===== src/rtl/ts_sync_aligner_pkg.sv =====
// ts_sync_aligner_pkg: shared TS framing constants, aligner state encoding and helpers
package ts_sync_aligner_pkg;
  localparam int TS_PKT_LEN = 188;
  localparam logic [7:0] TS_SYNC_BYTE = 8'h47;
  localparam int TS_LOCK_THRESH = 5;
  localparam int TS_UNLOCK_THRESH = 2;
  typedef enum logic [1:0] {HUNT = 2'd0, VERIFY = 2'd1, LOCKED = 2'd2} ts_state_e;
  function automatic logic [7:0] sat_inc8(input logic [7:0] v);
    return (v == 8'hFF) ? v : v + 8'd1;
  endfunction
endpackage


===== src/rtl/ts_sync_aligner.sv =====
// ts_sync_aligner: MPEG-2 TS sync-byte hunter/aligner with 5-in/2-out lock hysteresis
module ts_sync_aligner
  import ts_sync_aligner_pkg::*;
#(
  parameter int PKT_LEN = TS_PKT_LEN,
  parameter logic [7:0] SYNC_BYTE = TS_SYNC_BYTE,
  parameter int LOCK_THRESH = TS_LOCK_THRESH,
  parameter int UNLOCK_THRESH = TS_UNLOCK_THRESH
) (
  input  logic       clk,
  input  logic       reset,
  input  logic       in_valid,
  input  logic [7:0] in_data,
  input  logic       clr_count,
  output logic       valid,
  output logic       sync,
  output logic [7:0] ts_data,
  output logic       locked,
  output logic [7:0] sync_loss_count
);
  localparam int PW = $clog2(PKT_LEN);
  localparam int GW = $clog2(LOCK_THRESH + 1);
  localparam int BW = $clog2(UNLOCK_THRESH + 1);
  localparam logic [PW-1:0] POS_LAST = PW'(PKT_LEN - 1);
  localparam logic [GW-1:0] GOOD_LOCK = GW'(LOCK_THRESH);
  localparam logic [BW-1:0] BAD_DROP = BW'(UNLOCK_THRESH);
  ts_state_e state_q, state_d;
  logic [PW-1:0] pos_q, pos_d, pos_inc;
  logic [GW-1:0] good_q, good_d, good_inc;
  logic [BW-1:0] bad_q, bad_d, bad_inc;
  logic valid_q, valid_d, sync_q, sync_d, locked_q, locked_d;
  logic [7:0] data_q, data_d, cnt_q, cnt_d;
  logic is_sync, boundary, loss;
  assign is_sync = in_data == SYNC_BYTE;
  assign boundary = pos_q == '0;
  assign pos_inc = (pos_q == POS_LAST) ? '0 : pos_q + 1'b1;
  assign good_inc = good_q + 1'b1;
  assign bad_inc = bad_q + 1'b1;
  always_comb begin
    state_d = state_q;
    pos_d = pos_q;
    good_d = good_q;
    bad_d = bad_q;
    locked_d = locked_q;
    valid_d = 1'b0;
    sync_d = 1'b0;
    loss = 1'b0;
    data_d = in_valid ? in_data : data_q;
    if (in_valid) begin
      case (state_q)
        HUNT: begin
          if (is_sync) begin
            state_d = VERIFY;
            pos_d = PW'(1);
            good_d = GW'(1);
          end
        end
        VERIFY: begin
          pos_d = pos_inc;
          if (boundary && is_sync) begin
            good_d = good_inc;
            if (good_inc == GOOD_LOCK) begin
              state_d = LOCKED;
              locked_d = 1'b1;
              valid_d = 1'b1;
              sync_d = 1'b1;
              bad_d = '0;
            end
          end else if (boundary) begin
            state_d = HUNT;
            pos_d = '0;
            good_d = '0;
          end
        end
        LOCKED: begin
          pos_d = pos_inc;
          valid_d = 1'b1;
          sync_d = boundary;
          if (boundary) bad_d = is_sync ? '0 : bad_inc;
          if (boundary && !is_sync && bad_inc == BAD_DROP) begin
            state_d = HUNT;
            pos_d = '0;
            good_d = '0;
            bad_d = '0;
            locked_d = 1'b0;
            valid_d = 1'b0;
            sync_d = 1'b0;
            loss = 1'b1;
          end
        end
        default: begin
          state_d = HUNT;
          pos_d = '0;
          good_d = '0;
          bad_d = '0;
          locked_d = 1'b0;
        end
      endcase
    end
    cnt_d = clr_count ? '0 : loss ? sat_inc8(cnt_q) : cnt_q;
  end
  always_ff @(posedge clk or posedge reset) begin
    if (reset) begin
      state_q <= HUNT;
      pos_q <= '0;
      good_q <= '0;
      bad_q <= '0;
      valid_q <= 1'b0;
      sync_q <= 1'b0;
      locked_q <= 1'b0;
      data_q <= '0;
      cnt_q <= '0;
    end else begin
      state_q <= state_d;
      pos_q <= pos_d;
      good_q <= good_d;
      bad_q <= bad_d;
      valid_q <= valid_d;
      sync_q <= sync_d;
      locked_q <= locked_d;
      data_q <= data_d;
      cnt_q <= cnt_d;
    end
  end
  assign valid = valid_q;
  assign sync = sync_q;
  assign ts_data = data_q;
  assign locked = locked_q;
  assign sync_loss_count = cnt_q;
endmodule


===== config.mk =====
export PLATFORM = sky130hd
export DESIGN_NAME = ts_sync_aligner
export DESIGN_NICKNAME = d
export VERILOG_FILES = /design/src/rtl/ts_sync_aligner_pkg.sv /design/src/rtl/ts_sync_aligner.sv
export SDC_FILE = /design/constraint.sdc
export NUM_CORES = 1
export LEC_CHECK = 0
export CORE_AREA = 2 2 77 79
export CTS_BUF_LIST = sky130_fd_sc_hd__clkbuf_4
export DETAILED_ROUTE_END_ITERATION = 10
export DIE_AREA = 0 0 79 81
export RECOVER_POWER = 25
export SLEW_MARGIN = 20
export SYNTH_ARGS = -nofsm -noshare
export SYNTH_HDL_FRONTEND = slang
export SYNTH_SLANG_ARGS = --single-unit

===== constraint.sdc =====
create_clock -name clk -period 3.23 [get_ports clk]
set_input_delay 0.323 -clock clk [delete_from_list [all_inputs] [get_ports clk]]
set_output_delay 0.323 -clock clk [all_outputs]
set_load 0.01 [all_outputs]

==> results of run 1 <==
## per-stage QoR
step | setup slack, ns | hold WS (ns) | instances | area, µm² | utilization [%]
finish | 0.496 | 0.497 | 311 | 2450 | 43.1
global route | 0.413 | 0.544 | 311 | 2450 | 43.1
CTS | 0.503 | 0.379 | 311 | 2450 | 43.2
detailed placement | 0.545 | 0.495 | 303 | 2400 | 42.2
global placement | 0.553 | 0.491 | 303 | 2400 | 42.2
floorplan | 0.777 | 0.465 | 200 | 2000 | -
## registers in the layout, summed over array words and instances (netlist names)
signal and cells:
bad_q 2, pos_q 8, locked 1, sync_loss_count 8, state_q 2, ts_data 8, valid 1, good_q 3
sync 1
## cells in the mapped netlist, types with 2 or more instances
cell type  count
buf_1          2
or3_1          2
and4_1         2
a21oi_1       14
inv_1         15
o31ai_1        5
o21ai_0        5
o21a_1         2
nor2_1        11
or4_1          6
nand2_1       13
nand4_1        5
and3_1         2
mux2_2         9
nand3_1        7
clkbuf_1       3
buf_6          2
o2111ai_1      6
nor3_1         2
o211ai_1       6
nor2b_1        2
dfrtp_1       34
a211oi_1       2
or2_2          4
buf_2          2
ha_1          10
mux2i_1        2
## routing by layer
| layer | vias up | global-route usage (%) |
|---|---|---|
| li1 | 826 | - |
| met1 | 809 | 20.6 |
| met2 | 40 | 24.2 |
| met3 | 5 | 3.78 |
| met4 | 0 | 4.14 |
| met5 | - | 0 |
## where the power goes
part           total (W)  switching [W]  internal [W]
logic           0.000447       0.000248      0.000199
clock network   0.000234       0.000143     0.0000902
registers       0.000572      0.0000857      0.000486
total            0.00125       0.000477      0.000776
## logic make-up after synthesis
logic type	share of synthesized area, %
and+or+nand+nor	18.2
DFF	42.5
buffers and inverters	5.37
AOI/OAI and AO/OA	21.2
muxes	6.06
xor gates and xnor gates	0.438
adders and majority gates	6.25
## worst paths after layout
check / start / to / cells past startpoint
max: pos_q[0]$_DFFE_PP0P_ / pos_q[7]$_DFFE_PP0P_ / 7
min reg2reg: bad_q[1]$_DFFE_PP0P_ / bad_q[1]$_DFFE_PP0P_ / 1
max in group asynchronous: reset / pos_q[4]$_DFFE_PP0P_ / 3
min in group clk: bad_q[1]$_DFFE_PP0P_ / bad_q[1]$_DFFE_PP0P_ / 1
max reg2reg: pos_q[0]$_DFFE_PP0P_ / pos_q[7]$_DFFE_PP0P_ / 7
min: reset / pos_q[0]$_DFFE_PP0P_ / 2
## cell type report
type / count / area [µm²] / share of cell area [%]
Clock buffer: 6 / 45.0 / 1.84
Clock inverter: 2 / 8.76 / 0.358
Inverter: 15 / 56.3 / 2.30
Multi-Input combinational cell: 142 / 1040 / 42.6
Sequential cell: 34 / 851 / 34.8
Tap cell: 75 / 93.8 / 3.83
Timing Repair Buffer: 37 / 349 / 14.3
==> results by group, run 1 <==
Yosys
  • Async set-reset flop share out of synthesis: 100%
  • Largest area contributor in the synthesized netlist: dfrtp_1
  • Mapped Cells: 200
  • Syn nets: 222
  • Netlist Area Pre-Place: 2000 µm²
  • Post-synth EDFFs: 0
  • Ys flop type: dfrtp_1
  • Synthesis Warnings: 0
  • Seq/Total Area, Yosys: 42.5%
  • Synth top area cells: dfrtp_1 (43%), ha_1 (6.3%), mux2_2 (5.1%)
  • #FFs+latches synth: 34
  • Mapped Avg Cell Area: 10.0 µm²
  • Top-area cell type share of the netlist area: 42.5%
  • Yosys cell types: 52

Power
  • Pwr/cell area: 512 nW/µm²
  • Total power: 0.00125 W
  • VDD IR max: 0.235 mV
  • LEAKAGE: 0.989 nW

Floorplanning
  • Core Area: 5680 µm²
  • Die Y: 81 µm
  • Num rows: 28
  • IO Count: 31
  • Initial cell density of the core: 35.3%
  • Die area: 6400 µm²
  • Die W: 79 µm

Routing
  • DRC viols: 0
  • Final wirelength: 4480 µm
  • Top sig layer: met4
  • Wirelength per Cell: 14.4 µm
  • Vias/cell: 5.40
  • Router iterations before antenna repair: 4
  • DR vias: 1,680
  • Met2 WL: 2070 µm
  • Post-route ant nets: 0
  • Met1 WL: 2170 µm
  • Met3 WL: 197 µm
  • DR iter-0 viols: 84

GRT
  • Largest net degree at the start of global routing: 19
  • Vias in the first global route: 1,636
  • GRT Resource Usage Total: 15.2%
  • Initial antenna violation count: 0
  • Total gr overflow: 0
  • First-pass GRT wire length: 7690 µm

Setup path
  • Crit path launch type: flop
  • Critical path arrival: 2.96 ns
  • Critical path class: flop to flop
  • CP Data Required Time: 3.45 ns
  • Reg-to-reg slack, setup: 0.50 ns
  • Buf/Inv on CP: 1
  • Endpoint type of the worst setup path: flop
  • CP most frequent cell: o211ai_1
  • CP top delay family: simple AND/OR/NAND/NOR gates
  • Max FO, Critical Path: 11
  • CP peak stage delay: 0.57 ns
  • Cell Chain, Critical Path: inv_1, ha_1, or4b_4, or4_1, o31a_1, o211ai_1, o211ai_1
  • Critical path's slowest cell: or4_1

Placement
  • GPL Wtd Cong: 0.785
  • IO Port Bufs: 30
  • DPL Wire Length: 3240 µm

Worst hold path
  • Min-Delay Path Class: input pin to async pin

STA
  • Worst slew margin: 52.2%
  • Setup violations, final: 0
  • Final Hold Viols: 0
  • Final Critical Period: 2.73 ns
  • Final Max Slew Viols: 0
  • Fmax: 366 MHz
  • Final Skew: 0.0191 ns
  • Setup TNS: 0 ns
  • Final Cycle Share: 84.7%
  • RSZ-0062 raised after global routing: no
  • Worst slew pin tran: 0.717 ns

Final layout
  • Commonest non-fill, non-tap cells in the layout: dfrtp_1 (34), clkdlybuf4s50_1 (28), inv_1 (15), a21oi_1 (14), nand2_1 (13)
  • Layout fillers: 589
  • N_diodes: 0
  • Most common cell after layout, fill and taps aside: dfrtp_1
  • Area Overhead vs Synth: 22.3%
  • Final net count: 257
  • Layout cell share with drive strength beyond 1: 14.0%

Clock tree
  • CTS Hold Bufs: 0
  • Clock Tree Root: clkbuf_4
  • PostCTS Resize Cnt: 0
  • Post-CTS setup buffers: 0
  • H-tree levels: 2
  • CTS tree: yes
  • Clock Latency Late Sink: 0.34 ns
  • Max Root-Sink Buffers: 2
  • Clock transition at the registers of the reported paths: 0.12 ns
  • Clk sinks: 34
  • CTS buffer count: 5

Run
  • Maxcap violations: 0

Status
  • Outcome: completed
(Power assumes the default switching activity.)
==> run 2: changes to the inputs <==
==> constraint.sdc (replaced) <==
create_clock -name clk -period 2.55 [get_ports clk]
set_input_delay 0.255 -clock clk [delete_from_list [all_inputs] [get_ports clk]]
set_output_delay 0.255 -clock clk [all_outputs]
set_load 0.01 [all_outputs]
==> run 2 against run 1 <==
The run now ends with max-capacitance violations, max-slew violations left. Critical path type unchanged. Register-to-register slack lost 0.40 ns. Power grew 42%. Setup slack lost 0.40 ns. Clock power grew 29%. Utilization grew 3.0 points. Die area is the same. Critical endpoint is now good_q[2]$_DFFE_PP0P_. Worst hold slack gained 0.027 ns. Non-clock buffer count grew 17. Maximum frequency grew 11%. Cell area grew 7.0%. Sequential cell count is the same. Largest power group is now combinational cells.
==> results by group, run 2 (synthesis results as in run 1) <==
Clock tree
  • CTS buffer count: 5
  • CTS Hold Bufs: 0
  • Clock Latency Late Sink: 0.33 ns
  • CTS tree: yes
  • Clock transition at the registers of the reported paths: 0.11 ns
  • Clk sinks: 34
  • H-tree levels: 2
  • Max Root-Sink Buffers: 2
  • Clock Tree Root: clkbuf_4

Placement
  • IO Port Bufs: 30
  • DPL Wire Length: 3410 µm
  • Area after DPL: 2490 µm²
  • GPL Wtd Cong: 0.841

Setup path
  • R2r endpoint: good_q[2]$_DFFE_PP0P_
  • Critical path class: flop to flop
  • Critical path arrival: 2.68 ns
  • Endpoint type of the worst setup path: flop
  • CP Data Required Time: 2.77 ns
  • Crit path launch type: flop
  • Max FO, Critical Path: 5
  • R2R Path Start: pos_q[0]$_DFFE_PP0P_
  • Reg-to-reg slack, setup: 0.09 ns
  • R2R cell count: 8

Routing
  • Vias/cell: 5.38
  • Wirelength per Cell: 14.7 µm
  • DR vias: 1,763
  • DRC viols: 0
  • Final wirelength: 4830 µm
  • Router iterations before antenna repair: 4
  • Post-route ant nets: 0
  • DR iter-0 viols: 83

STA
  • Worst slew margin: -28.7%
  • Final Critical Period: 2.46 ns
  • Final Cycle Share: 96.4%
  • Fmax: 407 MHz
  • Final Skew: 0.0110 ns
  • Final Max Slew Viols: 35
  • Worst slew pin tran: 1.93 ns
  • Setup violations, final: 0
  • Final Hold Viols: 0

Worst hold path
  • HP Start: ts_data[0]$_DFFE_PP0P_
  • Hold EP: ts_data[0]$_DFFE_PP0P_
  • Hold Path Depth: 1
  • Min-Delay Path Class: flop to flop

Status
  • Outcome: finished with violations
  • Failing checks: max-capacitance violations, max-slew violations

Final layout
  • FF+latch area: 851 µm²
  • Commonest non-fill, non-tap cells in the layout: dfrtp_1 (34), clkdlybuf4s50_1 (30), buf_4 (22), inv_1 (14), a21oi_1 (14)
  • Layout fillers: 565
  • Most common cell after layout, fill and taps aside: dfrtp_1
  • Non-Filler Cell Area, Final: 2620 µm²
  • Area Overhead vs Synth: 30.8%
  • Multi-input gate area: 1080 µm²
  • N_diodes: 0
  • Final net count: 274
  • Layout cell share with drive strength beyond 1: 22.1%

Power
  • VDD IR max: 0.290 mV
  • Switching power share of the total: 37.7%
  • LEAKAGE: 1.08 nW
  • Logic gate share of total power: 44.2%
  • Internal power: 0.00110 W
  • Net Switching: 0.000669 W
  • Total power: 0.00177 W
  • Seq pwr share: 38.7%
  • Clk pwr share: 17.1%
  • Pwr/cell area: 677 nW/µm²

Floorplanning
  • Num rows: 28
  • Initial cell density of the core: 35.3%
  • IO Count: 31
  • Core Area: 5680 µm²
  • Die W: 79 µm
  • Die Y: 81 µm
  • Die area: 6400 µm²

GRT
  • Initial antenna violation count: 0
  • Largest net degree at the start of global routing: 35
  • Total gr overflow: 0
  • First-pass GRT wire length: 8170 µm
  • Vias in the first global route: 1,721
  • GRT Resource Usage Total: 16.3%

Run
  • Maxcap violations: 1
## run 2: cell count changes in the layout (fill, tap and decap cells not counted), moves of 2 or more
cell,before,now
buf_4,6,22
o2111ai_1,6,3
o2111ai_2,0,3
clkdlybuf4s50_1,28,30
dlygate4sd3_1,2,0
## run 2: layout make-up
type	count	area share (%)
well taps	75	3.58
clock buffers	6	1.72
repair buffers	54	18.3
inverters	15	2.15
multi-input cells	142	41.4
flip-flops and latches	34	32.5
clock inverters	2	0.334
## run 2: critical path, stage by stage, from the launching register on
cell,delay [ns]
dfrtp_1,0.40
inv_1,0.08
ha_1,0.15
or4b_4,0.48
or4_4,0.43
buf_4,0.18
o31ai_4,0.28
o211ai_1,0.14
a32o_1,0.22
## run 2: metrics by stage
step / hold WS [ns] / TNS, ns / setup slack, ns / cells / util (%)
floorplan: 0.397 / 0 / 0.0966 / 200 / -
global placement: 0.490 / 0 / 0.0774 / 316 / 44.0
detailed placement: 0.495 / 0 / 0.0357 / 316 / 44.0
CTS: 0.322 / 0 / 0.0263 / 324 / 44.9
global route: 0.549 / -0.0239 / -0.00810 / 328 / 46.1
finish: 0.523 / 0 / 0.0910 / 328 / 46.1
## run 2: timing repair
item	in CTS	in global routing
setup endpoints to repair	0	11
setup buffers	0	4
resized for setup	0	9
endpoints found under the hold margin	0	0
## run 2: power by group through the flow
stage / combinational (W) / sequential [W] / clock, W
final: 0.000784 / 0.000686 / 0.000303
after global routing: 0.000875 / 0.000697 / 0.000337
after CTS: 0.000729 / 0.000684 / 0.000311
after detailed placement: 0.000723 / 0.000694 / 0
after global placement: 0.000717 / 0.000695 / 0
after floorplan: 0.000460 / 0.000677 / 0
## run 2: per-layer routing
metal  part of all wire, %  up-vias  track usage, %
met5                     0        -               0
met3                   4.8        4            3.78
met4                  0.87        0            4.66
li1                      -      854               -
met1                    48      860            22.1
met2                    47       45            26.2
## run 2: worst max-delay path by stage
stage	from	end	slack [ns]	cells after the start
6_report	pos_q[0]$_DFFE_PP0P_	good_q[2]$_DFFE_PP0P_	0.09	8
5_1_grt	pos_q[0]$_DFFE_PP0P_	pos_q[7]$_DFFE_PP0P_	-0.008	8
4_1_cts	pos_q[0]$_DFFE_PP0P_	pos_q[7]$_DFFE_PP0P_	0.03	8
3_5_place_dp	in_data[3]	good_q[1]$_DFFE_PP0P_	0.04	7
3_3_place_gp	in_data[7]	good_q[2]$_DFFE_PP0P_	0.08	7
2_1_floorplan	pos_q[0]$_DFFE_PP0P_	pos_q[3]$_DFFE_PP0P_	0.1	9
